### src/rtl/key_step_pkg.sv
// Shared definitions for the push-button step-pulse front end: FSM state
// encoding and default timing constants for a 100 MHz system clock.
package key_step_pkg;

    typedef enum logic [1:0] {
        IDLE         = 2'd0,
        PRESS_WAIT   = 2'd1,
        HELD         = 2'd2,
        RELEASE_WAIT = 2'd3
    } key_state_e;

    // 10 ms debounce window, 0.5 s before auto-repeat, then 5 steps per second
    localparam int DEF_DEBOUNCE_CYCLES = 1000000;
    localparam int DEF_CNT_W           = 20;
    localparam int DEF_REPEAT_DELAY    = 50000000;
    localparam int DEF_REPEAT_PERIOD   = 20000000;

endpackage

### src/rtl/sync_2ff.sv
// Two-flop synchronizer for a single asynchronous input; both stages reset to 0.
module sync_2ff (
    input  logic clk,
    input  logic rst_n,
    input  logic d,
    output logic q
);

    logic meta_d, meta_q;
    logic sync_d, sync_q;

    always_comb begin
        meta_d = d;
        sync_d = meta_q;
    end

    always_ff @(posedge clk or negedge rst_n) begin
        if (!rst_n) begin
            meta_q <= 1'b0;
            sync_q <= 1'b0;
        end else begin
            meta_q <= meta_d;
            sync_q <= sync_d;
        end
    end

    assign q = sync_q;

endmodule

### src/rtl/key_step_pulse.sv
// Bouncing push-button to single-cycle step pulse, with debounced level and a
// modulo-256 step counter. Define KEY_STEP_AUTOREPEAT_EN to add hold-to-repeat.
module key_step_pulse
    import key_step_pkg::*;
#(
    parameter int DEBOUNCE_CYCLES = DEF_DEBOUNCE_CYCLES,
    parameter int CNT_W           = DEF_CNT_W,
    parameter int REPEAT_DELAY    = DEF_REPEAT_DELAY,
    parameter int REPEAT_PERIOD   = DEF_REPEAT_PERIOD
) (
    input  logic       CLK,
    input  logic       rst_n,
    input  logic       key_in,
    output logic       step_pulse,
    output logic       key_level,
    output logic [7:0] step_count
);

    localparam logic [CNT_W-1:0] CNT_LAST = CNT_W'(DEBOUNCE_CYCLES - 1);

    if (DEBOUNCE_CYCLES < 2) begin : g_bad_debounce
        $error("DEBOUNCE_CYCLES must be at least 2");
    end
    if ((64'd1 << CNT_W) <= 64'(DEBOUNCE_CYCLES)) begin : g_bad_cnt_w
        $error("CNT_W too narrow for DEBOUNCE_CYCLES");
    end
    if (REPEAT_DELAY < 1 || REPEAT_PERIOD < 1) begin : g_bad_repeat
        $error("REPEAT_DELAY and REPEAT_PERIOD must be positive");
    end

    logic key_s;

    sync_2ff u_sync (
        .clk   (CLK),
        .rst_n (rst_n),
        .d     (key_in),
        .q     (key_s)
    );

    key_state_e       state_d, state_q;
    logic [CNT_W-1:0] cnt_d, cnt_q;
    logic             step_pulse_d, step_pulse_q;
    logic             key_level_d, key_level_q;
    logic [7:0]       step_count_d, step_count_q;

`ifdef KEY_STEP_AUTOREPEAT_EN
    localparam int RPT_MAX = (REPEAT_DELAY > REPEAT_PERIOD) ? REPEAT_DELAY : REPEAT_PERIOD;
    localparam int RPT_W   = (RPT_MAX > 1) ? $clog2(RPT_MAX) : 1;
    localparam logic [RPT_W-1:0] RPT_DELAY_LAST  = RPT_W'(REPEAT_DELAY - 1);
    localparam logic [RPT_W-1:0] RPT_PERIOD_LAST = RPT_W'(REPEAT_PERIOD - 1);

    logic [RPT_W-1:0] rpt_cnt_d, rpt_cnt_q;
    logic             rpt_first_d, rpt_first_q;
`endif

    always_comb begin
        state_d      = state_q;
        cnt_d        = cnt_q;
        step_pulse_d = 1'b0;
        step_count_d = step_count_q;

        case (state_q)
            IDLE: begin
                if (key_s) begin
                    state_d = PRESS_WAIT;
                    cnt_d   = '0;
                end
            end
            PRESS_WAIT: begin
                if (!key_s) begin
                    state_d = IDLE;
                end else if (cnt_q == CNT_LAST) begin
                    state_d      = HELD;
                    step_pulse_d = 1'b1;
                    step_count_d = step_count_q + 8'd1;
                end else begin
                    cnt_d = cnt_q + 1'b1;
                end
            end
            HELD: begin
                if (!key_s) begin
                    state_d = RELEASE_WAIT;
                    cnt_d   = '0;
                end
            end
            RELEASE_WAIT: begin
                if (key_s) begin
                    state_d = HELD;
                end else if (cnt_q == CNT_LAST) begin
                    state_d = IDLE;
                end else begin
                    cnt_d = cnt_q + 1'b1;
                end
            end
            default: state_d = IDLE;
        endcase

`ifdef KEY_STEP_AUTOREPEAT_EN
        rpt_cnt_d   = rpt_cnt_q;
        rpt_first_d = rpt_first_q;
        // Any cycle not spent staying in HELD rearms the long initial delay.
        if (state_q != HELD || state_d != HELD) begin
            rpt_cnt_d   = '0;
            rpt_first_d = 1'b1;
        end else if (rpt_cnt_q == (rpt_first_q ? RPT_DELAY_LAST : RPT_PERIOD_LAST)) begin
            step_pulse_d = 1'b1;
            step_count_d = step_count_q + 8'd1;
            rpt_cnt_d    = '0;
            rpt_first_d  = 1'b0;
        end else begin
            rpt_cnt_d = rpt_cnt_q + 1'b1;
        end
`endif

        key_level_d = (state_d == HELD) || (state_d == RELEASE_WAIT);
    end

    always_ff @(posedge CLK or negedge rst_n) begin
        if (!rst_n) begin
            state_q      <= IDLE;
            cnt_q        <= '0;
            step_pulse_q <= 1'b0;
            key_level_q  <= 1'b0;
            step_count_q <= 8'd0;
        end else begin
            state_q      <= state_d;
            cnt_q        <= cnt_d;
            step_pulse_q <= step_pulse_d;
            key_level_q  <= key_level_d;
            step_count_q <= step_count_d;
        end
    end

`ifdef KEY_STEP_AUTOREPEAT_EN
    always_ff @(posedge CLK or negedge rst_n) begin
        if (!rst_n) begin
            rpt_cnt_q   <= '0;
            rpt_first_q <= 1'b1;
        end else begin
            rpt_cnt_q   <= rpt_cnt_d;
            rpt_first_q <= rpt_first_d;
        end
    end
`endif

    assign step_pulse = step_pulse_q;
    assign key_level  = key_level_q;
    assign step_count = step_count_q;

endmodule
### config.mk
export PLATFORM = sky130hd
export DESIGN_NAME = key_step_pulse
export DESIGN_NICKNAME = d
export VERILOG_FILES = /design/src/rtl/key_step_pkg.sv /design/src/rtl/sync_2ff.sv /design/src/rtl/key_step_pulse.sv
export SDC_FILE = /design/constraint.sdc
export NUM_CORES = 1
export LEC_CHECK = 0
export ABC_AREA = 1
export ABC_CLOCK_PERIOD_IN_PS = 1960
export CAP_MARGIN = 25
export CORE_MARGIN = 2
export CORE_UTILIZATION = 35
export CTS_BUF_LIST = sky130_fd_sc_hd__clkbuf_4
export DETAILED_ROUTE_END_ITERATION = 10
export GPL_TIMING_DRIVEN = 0
export MAX_ROUTING_LAYER = met4
export PLACE_DENSITY = 0.54
export SKIP_LAST_GASP = 1
export SYNTH_ARGS = -nofsm -noshare
export SYNTH_HDL_FRONTEND = slang
export SYNTH_HIERARCHICAL = 1
export SYNTH_SLANG_ARGS = --single-unit
### constraint.sdc
create_clock -name CLK -period 1.96 [get_ports CLK]
set_input_delay 0.392 -clock CLK [delete_from_list [all_inputs] [get_ports CLK]]
set_output_delay 0.392 -clock CLK [all_outputs]
set_load 0.01 [all_outputs]
======== Word-level counts from Yosys, hierarchy flattened ========
Index checks and enable logic that the tools add are counted.
storage, ports and cells
  logic and storage cells ................. 39
  output and inout bits ................... 10
  flip-flop bits (word level) ............. 34
  input port bits ......................... 3
cells by class
  add/subtract/negate cells ............... 2
  muxes and demuxes ....................... 16
  reductions and logical operators ........ 4
  eq/ne operators ......................... 10
operator list
  kind                                                   number
  2-to-1 mux 20 bit                                      5
  one-hot mux 20 bit (4 select lines)                    1
  adder 20 x 1 -> 20 bit, second input constant          1
  equality test 20 bit, second input constant            1
  2-to-1 mux 2 bit                                       6
  adder 8 x 1 -> 8 bit, second input constant            1
  equality test 2 bit, second input constant             4
  one-hot mux 2 bit (4 select lines)                     1
  inequality test 2 x 1 -> 1 bit, second input constant  2
  inequality test 2 bit, second input constant           2
  AND reduction 4 bit                                    1
  2-to-1 mux 1 bit                                       3
  AND reduction 3 bit                                    1
  equality test 2 x 1 -> 1 bit, second input constant    1
  zero test 2 bit                                        1
  logical OR 1 bit                                       1

======== Depth between registers and ports, before layout ========
Gate-level depths: netlist (run 1).
  depth in word-level cells ............... 6
  mapped depth ............................ 10
  mapped depth without buffers ............ 9

======== Cells and area by module ========
Netlist (run 1), hierarchy kept.
by module, submodules not included
  module          area an instance (sq um)  sequential area each (sq um)  instances  cells each
  key_step_pulse  1966.9                    800.8                         1          280
  sync_2ff        50.0                      50.0                          1          2

======== Worst setup path before layout (run 1) ========
Ideal clock, no wire load.
  path type ............................... reg-to-reg
  start point ............................. register cnt_q[0]
  end point ............................... register cnt_q[18]
  data arrival time ....................... 1.517 ns
  period minus slack after synthesis ...... 1.635 ns
  stages on the path, launching flop included .. 10
  data required time ...................... 1.842 ns
  setup time .............................. 0.118 ns
  slack ................................... 0.325 ns
  buffers on the path ..................... 1
  cells stage by stage .................... dfrtp_1 > ha_1 > nand3_2 > nor2_1 > nand3_1 > nor2_4 > nor2_4 > buf_2 > nand3_1 > nand2_1
between the ends
  longest elaborated chain between the ends .. 4
  elaborated cells on any way between the ends .. 6
  classes of those cells .................. add/sub (1); eq/ne (1); mux (4)
RTL lines
  what                                                                   line                                        source
  start: declaration                                                     key_step_pulse.sv:41                        logic [CNT_W-1:0] cnt_d, cnt_q;
  start signal: assignment                                               key_step_pulse.sv:127                       cnt_q <= cnt_d;
  adder 20 x 1 -> 20 bit / equality test 20 bit (equally long branches)  --
  2-to-1 mux 20 bit *                                                    key_step_pulse.sv:72, key_step_pulse.sv:89
  2-to-1 mux 20 bit, on equally long branches                            key_step_pulse.sv:87, key_step_pulse.sv:70
  one-hot mux 20 bit (4 select lines) *                                  key_step_pulse.sv:62                        case (state_q)
Mark *: on every way between the ends. The rest lies on a longest branch, timed or not. The select of a mux whose other input is x is not followed.
A chain may end at the register's enable or synchronous reset.

======== Worst setup path after layout (run 1) ========
  start point ............................. register cnt_q[0]
  end point ............................... register cnt_q[13]
The elaborated chain is that of the path after synthesis.

==> summary by stage, run 1 <==
Clock network
TritonCTS built the clock tree. Counting the buffers created by CTS gives 5. CTS built an H-tree with a depth of 2. The cell at the root of the clock tree is clkbuf_4. Clock tree synthesis found a total of 34 sinks. The post-cts hold buffer count is 0. The clock-pin slew reported for the worst setup and hold paths after clock tree synthesis is 0.11 ns.

Clock latency on the worst-skew pair, taken at its later pin, is 0.33 ns. Counting along the longest clock path gives a buffer depth of 2.

STA
After layout, the worst setup slack is 0.207 ns. The post-route clock period utilization is 89.4%. The minimum clock period is 1.75 ns. Static timing analysis puts the maximum clock frequency at 570 MHz. Setup repair after global routing left no endpoint under its margin. In this run the tightest slew margin relative to its limit is 49.0%. The number of pins exceeding their max-slew limit in the final report is 0. For the pin with the worst max-slew slack, the measured transition is 0.765 ns.

The number of hold violations in the final report is 0. The worst setup skew after layout is 0.00635 ns. The worst hold-check slack is 0.124 ns.

Setup violations remaining at the end of the flow were counted as 0.

Route
Detailed routing placed a total of 210 um of wire on met3. The mean number of vias per cell is 4.79. The routed design uses 2060 um of met2 wire.

The final route contains 1801 vias. The detailed router used layers up to and including met4. The post-detailed-route DRC marker count is 0.

Wires add up to 4680 um. The sum of routed wire segments on met1 is 2380 um. In this run, the number of DRC markers left after iteration 0 of detailed routing was 128. The count of nets left with antenna violations once routing finished came out at 0. In the final routed layout, each cell accounts on average for 12.4 um. The detailed-router iteration count before antenna repair is 4.

Floorplanning
The core region is 5540 um2. The die outline height is 79.9 um. The standard-cell row count is 27.

For this configuration, the core starts out at a cell density of 36.4%. 13 I/O pins were placed. The floorplan step set the die width to 79.9 um. The die covers 6390 um2.

Global routing
The first global-routing pass estimated 8110 um of wire. After global routing the overflow that remains totals 0. Entering global routing, the biggest net connects 35 pins.

The number of antenna violations at the first check in global routing was 0. The number of global-route vias before repair is 1673. The aggregate global-route resource usage is 16.8%.

Synth
The sequential element share of the synthesized area is 42.2%. The post-synthesis cell type with the largest combined area is dfrtp_1. The number of flip-flops and latches in the synthesized netlist is 34. The number of unique standard cell types used by synthesis is 23. The number of nets produced by synthesis is 287. Among all flip-flop cells after synthesis, the most frequent one is dfrtp_1. The Yosys warning count is 6.

Yosys mapped a number of flops with a built-in enable equal to 0. The average size of a mapped cell is 7.15 um2. The netlist area before placement is 2020 um2.

Sorting the synthesized cells by area gives the leading types as dfrtp_1 42%, nand2_1 17%, nand3_1 8.4%, nor2_1 6.5%, inv_1 4.8%. The most repeated cell in the gate-level netlist after synthesis is nand2_1. In the synthesized netlist the async set-or-reset flop fraction comes to 100%. By count the netlist is led by 91 x nand2_1, 35 x nor2_1, 34 x dfrtp_1, 34 x nand3_1, 26 x inv_1.

Summed over its instances, the top area cell type makes up 42.2% of the synthesized netlist area. Synthesis produced a netlist whose cell count is 282.

Setup path
The delay contributed by the slowest stage of the critical path is 0.46 ns. The data arrival time of the worst path is 2.00 ns. The path type of the worst setup path is reg -> reg.

The critical path contains buffers and inverters numbering 2 combined. The type of destination of the critical path is a flip-flop. The cell family contributing the most delay on the critical path is simple AND/OR/NAND/NOR gates.

The startpoint class of the critical path is a flip-flop. The required time of the critical path is 2.21 ns. The terminus of the critical flop-to-flop path is cnt_q[13]. In this run the worst path has a maximum fanout of 10. In this design, the critical path's most frequently occurring cell is nor2_4. The number of cells traversed by the worst register-to-register path is 9. The worst-path cell with the longest stage delay is dfrtp_2. The launch point of the worst reg-to-reg path is cnt_q[0]. The critical path goes through ha_4, nand3_2, nor2_1, nand3_1, nor2_4, nor2_4, clkinv_4, buf_6, o21ai_0. The worst reg-to-reg setup slack is 0.21 ns.

Finish
In the final layout, flip-flops and latches occupy 852 um2. The synthesis-to-finish area growth is 15.4%. The number of diodes is 0. The count of fill cells added during filler insertion is 617. The net count of the finished layout is 308.

Summing all multi-input logic gate instances after layout gives 1040 um2. The fraction of final layout cells sized beyond drive strength 1 is 8.22%.

Place
The placer congestion estimate is 0.907. Detailed placement finished with a half-perimeter wire length of 3460 um. Before CTS, the worst setup slack after placement is -0.00344 ns. Buffers placed on the I/O ports in this run total 12.

Power and ir drop
In this run the power density over the cells is 564 nW/um2. Overall power consumption after layout is estimated at 1310 uW. Across the VDD grid, the largest voltage drop is 0.000205 V. Summed over all cells, the static leakage comes to 0.00100 uW.

Run status
The run finished with clean final reports.

Hold path
The class of the tightest hold or removal check is in -> async.

Flow run
The number of max-cap violations is 0.
==> kinds of logic (layout without fill, tap and decap cells) <==
family	after synthesis	after routing	share of synthesized area (%)
compound gates	22	22	5.77
xor+xnor	11	11	4.78
fa+ha+maj	2	2	1.24
buf+inv	32	54	7.07
flops	34	34	42.2
simple gates	181	181	39.0
==> where the power goes <==
part / total, uW / switching (uW) / internal, uW
registers: 724 / 12.0 / 712
clock network: 510 / 246 / 264
logic: 80.2 / 53.8 / 26.4
total: 1310 / 311 / 1000
==> timing repair <==
action | CTS | global route
gates cloned | 0 | 0
resized for setup | 1 | 2
pin swaps | 0 | 1
setup buffers | 0 | 2
setup endpoints to repair | 3 | 20
==> metrics by stage <==
stage / std cells / utilization [%] / TNS (ns) / area [um2]
6_report: 376 / 42.0 / 0 / 2330
5_1_grt: 376 / 42.0 / 0 / 2330
4_1_cts: 374 / 41.6 / 0 / 2300
3_5_place_dp: 366 / 40.1 / -0.00344 / 2220
3_3_place_gp: 366 / 40.2 / -10.82 / 2230
2_1_floorplan: 282 / - / 0 / 2020
==> placed cells by master, fill, tap and decap left out <==
master and instances:
nand2_1 91, nor2_1 35, nand3_1 34, dfrtp_1 33
inv_1 26, o21ai_0 16, nand4_1 12, clkdlybuf4s50_1 11
xor2_1 6, xnor2_1 5, clkbuf_4 5, buf_2 3
or2_2 3, o21ai_1 3, nor2_4 2, nor3_1 2
buf_6 2, clkinv_2 2, buf_4 2, nand3_2 1
buf_1 1, clkinv_4 1, and2_1 1, o21ai_2 1
o21bai_1 1, a21oi_1 1, ha_1 1, ha_4 1
bufinv_16 1, dfrtp_2 1
==> area by class of cell <==
| class | count | area share, % |
|---|---|---|
| Multi-Input combinational cell | 216 | 44.5 |
| Clock buffer | 5 | 1.61 |
| Tap cell | 72 | 3.87 |
| Timing Repair Buffer | 14 | 5.59 |
| Inverter | 27 | 4.57 |
| Buffer | 5 | 1.56 |
| Sequential cell | 34 | 36.6 |
| Clock inverter | 3 | 1.72 |
==> state kept, by name, indices dropped and copies added (netlist names) <==
signal         count
u_sync/meta_q      1
key_level          1
step_count         8
cnt_q             20
step_pulse         1
u_sync/q           1
state_q            2
==> worst max-delay path by stage <==
stage               startpoint    endpoint  slack [ns]  cells past startpoint
floorplan             cnt_q[0]   cnt_q[18]        0.33                      9
global placement         rst_n  state_q[0]       -0.32                      1
detailed placement    cnt_q[0]   cnt_q[14]      -0.003                      9
CTS                   cnt_q[0]   cnt_q[13]        0.05                      9
global route          cnt_q[0]   cnt_q[13]        0.03                      9
finish                cnt_q[0]   cnt_q[13]        0.21                      9
==> worst reg2reg max path, stage by stage (launching register included) <==
cell      delay, ns
dfrtp_2        0.46
ha_4           0.20
nand3_2        0.13
nor2_1         0.06
nand3_1        0.12
nor2_4         0.06
nor2_4         0.17
clkinv_4       0.13
buf_6          0.17
o21ai_0        0.16
==> metal layers <==
metal  track usage (%)  vias up
met5                 -        -
met4              4.92        0
met3              3.51        2
met2              24.4       38
met1              23.6      810
li1                  -      951
Note: power is estimated with default switching activity, not from simulation.
==> inputs of run 2 (changes only) <==
--- a/config.mk
+++ b/config.mk
@@ -16,6 +16,7 @@
 export MAX_ROUTING_LAYER = met4
 export PLACE_DENSITY = 0.54
 export SKIP_LAST_GASP = 1
+export SLEW_MARGIN = 40
 export SYNTH_ARGS = -nofsm -noshare
 export SYNTH_HDL_FRONTEND = slang
 export SYNTH_HIERARCHICAL = 1
==> summary by stage, run 2 (same netlist as run 1, synthesis figures left out) <==
Finish
The most common library cell in the layout ignoring fill and taps is nand2_1. The number of diodes came to 0 (unchanged). The flip-flop count of the largest register, all copies and words added is 20 (unchanged). The net count of the finished layout is 309 (+0.32%). The count of fill cells added during filler insertion came to 593 (-3.9%). The fraction of final layout cells sized beyond drive strength 1 was 8.20% (-0.027 points). From synthesis to final layout, the design area changed by 18.4%. The final design area excluding fillers is 2390 um2 (+2.5%). The final instance count without filler cells is 377 (+0.27%). The storage element area is 852 um2 (unchanged). Counting flops per register, the top entry is cnt_q. The top cell types in the final layout, fill and taps aside, are 91 x nand2_1, 35 x nor2_1, 34 x nand3_1. The total area of multi-input combinational cells is 1040 um2 (unchanged).

Setup path
The delay contributed by the slowest stage of the critical path came to 0.46 ns (about the same). The largest driver fanout on the critical path is 10 (unchanged). The terminus of the critical flop-to-flop path is cnt_q[13].

The signal on the critical path passes through ha_4, nand3_2, nor2_1, nand3_1, nor2_4, nor2_4, clkinv_4, buf_6, o21ai_0. The worst setup path is of the reg -> reg kind. The launch point of the worst reg-to-reg path is cnt_q[0]. The number of cells traversed by the worst register-to-register path is 9 (unchanged). Among cell families on the critical path, the largest total delay comes from simple AND/OR/NAND/NOR gates. The most used cell along the critical path is nor2_4. The worst-path cell with the longest stage delay is dfrtp_2. The startpoint class of the critical path is a flip-flop. The data arrival time of the worst path is 2.00 ns (about the same). The count of buffering cells on the critical path with inverters included is 2 (unchanged).

The worst reg-to-reg setup slack is 0.21 ns (about the same). STA classifies the critical path endpoint as a flip-flop. The required time of the critical path is 2.22 ns (about the same).

Route
The detailed-router iteration count before antenna repair is 5 (+1). The aggregate routed wire length is 4740 um (+1.3%). The mean number of vias per cell was 4.90 (+2.2%). The total number of vias is 1846 (+2.5%).

The DRC violation total after the first TritonRoute iteration is 125 (-2.3%). The routed wirelength normalized by instance count is 12.6 um (+1.1%). The post-detailed-route DRC marker count is 0 (unchanged). The post-detailed-route count of antenna-violating nets came to 0 (unchanged).

Clock network
The number of clock sinks is 34 (unchanged). The worst-case clock buffer depth is 2 (unchanged). The CTS buffer count was 5 (unchanged). The number of H-tree branching levels was 2 (unchanged). The clock-pin slew reported for the worst setup and hold paths after clock tree synthesis is 0.12 ns (about the same). The insertion delay of the later-clocked pin in the worst-skew pair is 0.35 ns (+0.02 ns).

The CTS tree is done. The cell at the root of the clock tree is clkbuf_4.

STA
The worst setup skew after layout is 0.0132 ns (+0.00687 ns). The minimum clock period is 1.75 ns (-0.00642 ns). The post-route clock period utilization was 89.1% (-0.33 points). The final count of negative-setup-slack endpoints is 0 (unchanged). The highest attainable clock frequency is 573 MHz (+0.37%).

The measured slew at the worst slew-check pin is 0.477 ns (-0.288 ns). Setup repair after global routing left no endpoint under its margin. The number of hold violations in the final report was 0 (unchanged). The number of pins exceeding their max-slew limit in the final report is 0 (unchanged). The max-slew headroom at the worst pin was 68.2% (+19 points).

Hold path
The number of stages on the worst hold path is 0. The end point of the most critical hold path is u_sync/q. The startpoint of the lowest-slack hold path is u_sync/meta_q. The class of the tightest hold or removal check is reg -> reg.

Place
The HPWL after detailed placement is 3620 um (+4.5%). The number of placed instances with taps included is 367 (+0.27%). The number of port buffers is 12 (unchanged).

The placer congestion estimate is 0.907 (unchanged). The total placed instance area is 2250 um2 (+1.2%).

Floorplanning
The placeable core region is 5540 um2 (unchanged). The die outline area came to 6390 um2 (unchanged). The die outline height is 79.9 um (unchanged). The chip width was 79.9 um (unchanged).

The number of top-level design ports is 13 (unchanged). The starting density of the core is 36.4% (unchanged). The standard-cell row count is 27 (unchanged).

Global routing
The number of global-route vias before repair is 1725 (+3.1%). The number of antenna violations at the first check in global routing is 0 (unchanged). The global-route wire length before repair came to 8310 um (+2.5%). The aggregate global-route resource usage was 17.3% (+0.55 points). The remaining global-route overflow is 0 (unchanged). The maximum number of pins on one net before global-route repair was 20 (-43%).

Power and ir drop
The power per unit of standard cell area was 615 nW/um2 (+9.1%). The largest vdd supply drop is 0.000261 V (+27%). The leakage component of the power is 0.00102 uW (+2.2%).

Flow run
The number of max-cap violations was 0 (unchanged).

Run status
The run finished with clean final reports.
-- run 2: changes by cell type in the layout (fill, tap and decap cells not counted), sizes merged --
cell         change
clkinv           -1
bufinv           +1
dlygate4sd3      +1
-- run 2: power by group --
part / total (uW) / leakage, uW / internal, uW / switching [uW]
clock network: 662 / 0.0000554 / 399 / 263
registers: 724 / 0.000465 / 712 / 12.4
logic: 83.3 / 0.000504 / 29.5 / 53.7
-- run 2: area by class of cell --
type	count	area share, %
Clock inverter	3	2.88
Clock buffer	5	1.57
Tap cell	72	3.77
Sequential cell	34	35.7
Buffer	5	1.52
Inverter	27	4.45
Multi-Input combinational cell	216	43.4
Timing Repair Buffer	15	6.71
-- run 2: through the flow --
step / total power [uW] / setup TNS, ns / util [%] / setup WS (ns) / hold WS, ns
after CTS: 1490 / 0 / 42.8 / 0.0435 / 0.366
after floorplan: 776 / 0 / - / 0.325 / 0.0964
final: 1470 / 0 / 43.1 / 0.214 / 0.360
after detailed placement: 817 / 0 / 40.6 / 0.00815 / 0.336
after global routing: 1540 / 0 / 43.1 / 0.0421 / 0.382
after global placement: 810 / -10.82 / 40.2 / -0.321 / 0.331
-- run 2: metal layers --
layer	GRT usage (%)	wire length (um)
met2	25.4	2100
met1	23.9	2380
met3	3.73	187
met5	-	0
met4	5.59	72
-- run 2: repair_timing --
action                     in CTS  in global routing
setup buffers                   0                  1
resized for setup               1                  2
setup endpoints to repair       4                 20
cloned                          0                  0
hold buffers                    1                  0
pin swaps                       0                  1
hold endpoints to repair       15                  0
-- run 2: worst max path at each step --
stage | from | endpoint | slack [ns] | cells after the start
after floorplan | cnt_q[0] | cnt_q[18] | 0.33 | 9
after global placement | rst_n | state_q[0] | -0.32 | 1
after detailed placement | cnt_q[0] | cnt_q[14] | 0.008 | 9
after CTS | cnt_q[0] | cnt_q[13] | 0.04 | 9
after global routing | cnt_q[0] | cnt_q[13] | 0.04 | 9
final | cnt_q[0] | cnt_q[13] | 0.21 | 9
-- run 2: worst register-to-register path: stages, from the launching register on --
cell and delay (ns):
dfrtp_2 0.46, ha_4 0.20, nand3_2 0.13, nor2_1 0.06, nand3_1 0.12, nor2_4 0.06, nor2_4 0.16, clkinv_4 0.13
buf_6 0.17, o21ai_0 0.16
==> inputs of run 3 (changes only) <==
--- a/config.mk
+++ b/config.mk
@@ -6,7 +6,7 @@
 export NUM_CORES = 1
 export LEC_CHECK = 0
 export ABC_AREA = 1
-export ABC_CLOCK_PERIOD_IN_PS = 1960
+export ABC_CLOCK_PERIOD_IN_PS = 1850
 export CAP_MARGIN = 25
 export CORE_MARGIN = 2
 export CORE_UTILIZATION = 35
==> constraint.sdc (replaced) <==
create_clock -name CLK -period 1.85 [get_ports CLK]
set_input_delay 0.37 -clock CLK [delete_from_list [all_inputs] [get_ports CLK]]
set_output_delay 0.37 -clock CLK [all_outputs]
set_load 0.01 [all_outputs]
==> summary by stage, run 3 (same netlist as run 1, synthesis figures left out) <==
Power and ir drop
The clock share of power was 44.5% (-0.5 points). The switching component of the power was 348 uW (+5.8%). The total power after layout was 1560 uW (+6.5%). The share of power burned in registers is 49.0% (-0.3 points).

The largest vdd supply drop is 0.000276 V (+5.9%). The switching power as a share of total power is 22.2% (-0.15 points). The leakage component of the power was 0.00105 uW (+2.1%). The internal power came to 1220 uW (+6.7%). The power per unit of standard cell area is 647 nW/um2 (+5.2%).

The combinational cell fraction of total power came to 6.5% (+0.8 points).

Finish
Relative to the synthesized area, the layout overhead comes to 19.9%. The total area of multi-input combinational cells was 1040 um2 (unchanged). The library cell used most frequently in the layout, excluding fill and tap cells, is nand2_1. The fraction of final layout cells sized beyond drive strength 1 came to 9.39% (+1.2 points). The net count of the finished layout came to 313 (+1.3%).

The flip-flop count of the largest register, all copies and words added is 20 (unchanged). The count of fill cells added during filler insertion is 588 (-0.84%). The final design area excluding fillers is 2420 um2 (+1.3%).

In the layout the commonest cells are 91 x nand2_1, 35 x nor2_1, 34 x nand3_1. The number of diodes is 0 (unchanged). Ranked by flip-flop count, first place goes to cnt_q. The storage element area came to 852 um2 (unchanged).

Global routing
The number of antenna violations at the first check in global routing is 0 (unchanged). The remaining global-route overflow is 0 (unchanged). The aggregate global-route resource usage is 17.3% (-0.024 points). The global-route wire length before repair is 8290 um (-0.25%). The maximum number of pins on one net before global-route repair is 20 (unchanged). The number of global-route vias before repair is 1729 (+0.23%).

Place
The number of port buffers is 12 (unchanged). The total placed instance area is 2250 um2 (unchanged). The HPWL after detailed placement is 3620 um (unchanged).

The placer congestion estimate is 0.907 (unchanged).

STA
The number of pins exceeding their max-slew limit in the final report is 0 (unchanged). The total negative slack for setup checks was 0 ns (unchanged). The final count of negative-setup-slack endpoints was 0 (unchanged). The number of hold violations in the final report is 0 (unchanged).

The highest attainable clock frequency is 586 MHz. The worst hold-check slack came to 0.360 ns (+0.0000260 ns). The minimum clock period is 1.71 ns. Setup repair after global routing left no endpoint under its margin. The worst setup skew after layout is 0.0139 ns (+0.000674 ns). The max-slew headroom at the worst pin is 65.6% (-2.6 points). The post-route clock period utilization is 92.3%. The measured slew at the worst slew-check pin is 0.516 ns (+0.0390 ns).

Floorplanning
The number of top-level design ports is 13 (unchanged). The standard-cell row count is 27 (unchanged). The placeable core region is 5540 um2 (unchanged). The die outline area is 6390 um2 (unchanged). The chip width is 79.9 um (unchanged). The starting density of the core is 36.4% (unchanged). The die outline height is 79.9 um (unchanged).

Setup path
The signal on the critical path passes through clkdlybuf4s50_1. The number of cells traversed by the worst register-to-register path was 9 (unchanged). The cell depth of the worst setup path is 1 (-8). The delay contributed by the slowest stage of the critical path came to 0.56 ns (+0.10 ns). The required time of the critical path was 1.48 ns (-0.74 ns). The setup path with the least slack is of type reg -> out. On the critical path, the stage with the largest delay is an instance of clkdlybuf4s50_1. The startpoint class of the critical path is a flip-flop.

The count of buffering cells on the critical path with inverters included came to 1 (-1). The cell family contributing the most delay on the critical path is buffers and inverters. The largest driver fanout on the critical path is 5 (-5). The data arrival time of the worst path is 1.34 ns (-0.66 ns). The type of destination of the critical path is a primary output.

Hold path
The worst hold path belongs to the class reg -> reg. The number of stages on the worst hold path is 0 (unchanged).

Route
The post-detailed-route count of antenna-violating nets came to 0 (unchanged). The DRC violation total after the first TritonRoute iteration was 144 (+15%). The aggregate routed wire length is 4790 um (+1.0%). The total number of vias is 1828 (-0.98%). The detailed-router iteration count before antenna repair is 4 (-1).

The post-detailed-route DRC marker count is 0 (unchanged). The routed wirelength normalized by instance count was 12.6 um (about the same). The mean number of vias per cell came to 4.80 (-2.0%).

Run status
The flow ran to the end, and the final reports show no timing, DRC or antenna violations.

Clock network
The number of H-tree branching levels is 2 (unchanged). The clock-pin slew reported for the worst setup and hold paths after clock tree synthesis is 0.12 ns (about the same). The tree is rooted in a clkbuf_4. The insertion delay of the later-clocked pin in the worst-skew pair is 0.34 ns (about the same). The worst-case clock buffer depth is 2 (unchanged). The number of clock sinks is 34 (unchanged). The CTS tree is done. The CTS buffer count is 5 (unchanged).

Flow run
The number of max-cap violations came to 0 (unchanged).
## run 3: stage by stage
step                      instances  utilization [%]  worst slack [ns]
after CTS                       377             43.1            0.0457
final                           381             43.6             0.142
after global routing            381             43.6           0.00344
after global placement          366             40.2            -0.409
after detailed placement        367             40.6            -0.102
after floorplan                 282                -             0.215
## run 3: worst paths after layout
| kind | start | to | slack (ns) |
|---|---|---|---|
| worst min register to register | u_sync/meta_q | u_sync/q | 0.36 |
| worst max register to register | cnt_q[1] | cnt_q[13] | 0.15 |
| worst min-delay path | u_sync/meta_q | u_sync/q | 0.36 |
| worst max-delay path | step_count[4] | step_count[4] | 0.14 |
| min in group asynchronous | rst_n | cnt_q[15] | 0.48 |
| max in group asynchronous | rst_n | step_count[7] | 0.92 |
## run 3: final cells by class
type / count / share of cell area (%)
Clock inverter: 3 / 2.85
Tap cell: 72 / 3.73
Sequential cell: 34 / 35.2
Clock buffer: 5 / 1.55
Timing Repair Buffer: 19 / 7.87
Buffer: 5 / 1.50
Multi-Input combinational cell: 216 / 42.9
Inverter: 27 / 4.40
## run 3: power by group through the flow
stage               Clock, uW  Sequential, uW  Combinational [uW]
global route              763             769                 115
floorplan                   0             777                45.2
detailed placement          0             779                86.6
CTS                       725             767                91.7
global placement            0             779                80.0
finish                    696             767                 102
## run 3: metal layers
| metal | GRT usage [%] | part of all wire (%) | vias to the layer above |
|---|---|---|---|
| met2 | 25.6 | 45 | 33 |
| met3 | 3.73 | 3.8 | 6 |
| met1 | 23.7 | 50 | 828 |
| met4 | 5.59 | 1.3 | 0 |
| li1 | - | - | 961 |
| met5 | - | 0 | - |
## run 3: timing repair
action,CTS,global route
endpoints found under the setup margin,20,27
hold buffers,1,0
gates resized for setup,2,1
buffers inserted,1,4
endpoints found under the hold margin,15,0
pin swaps,1,2
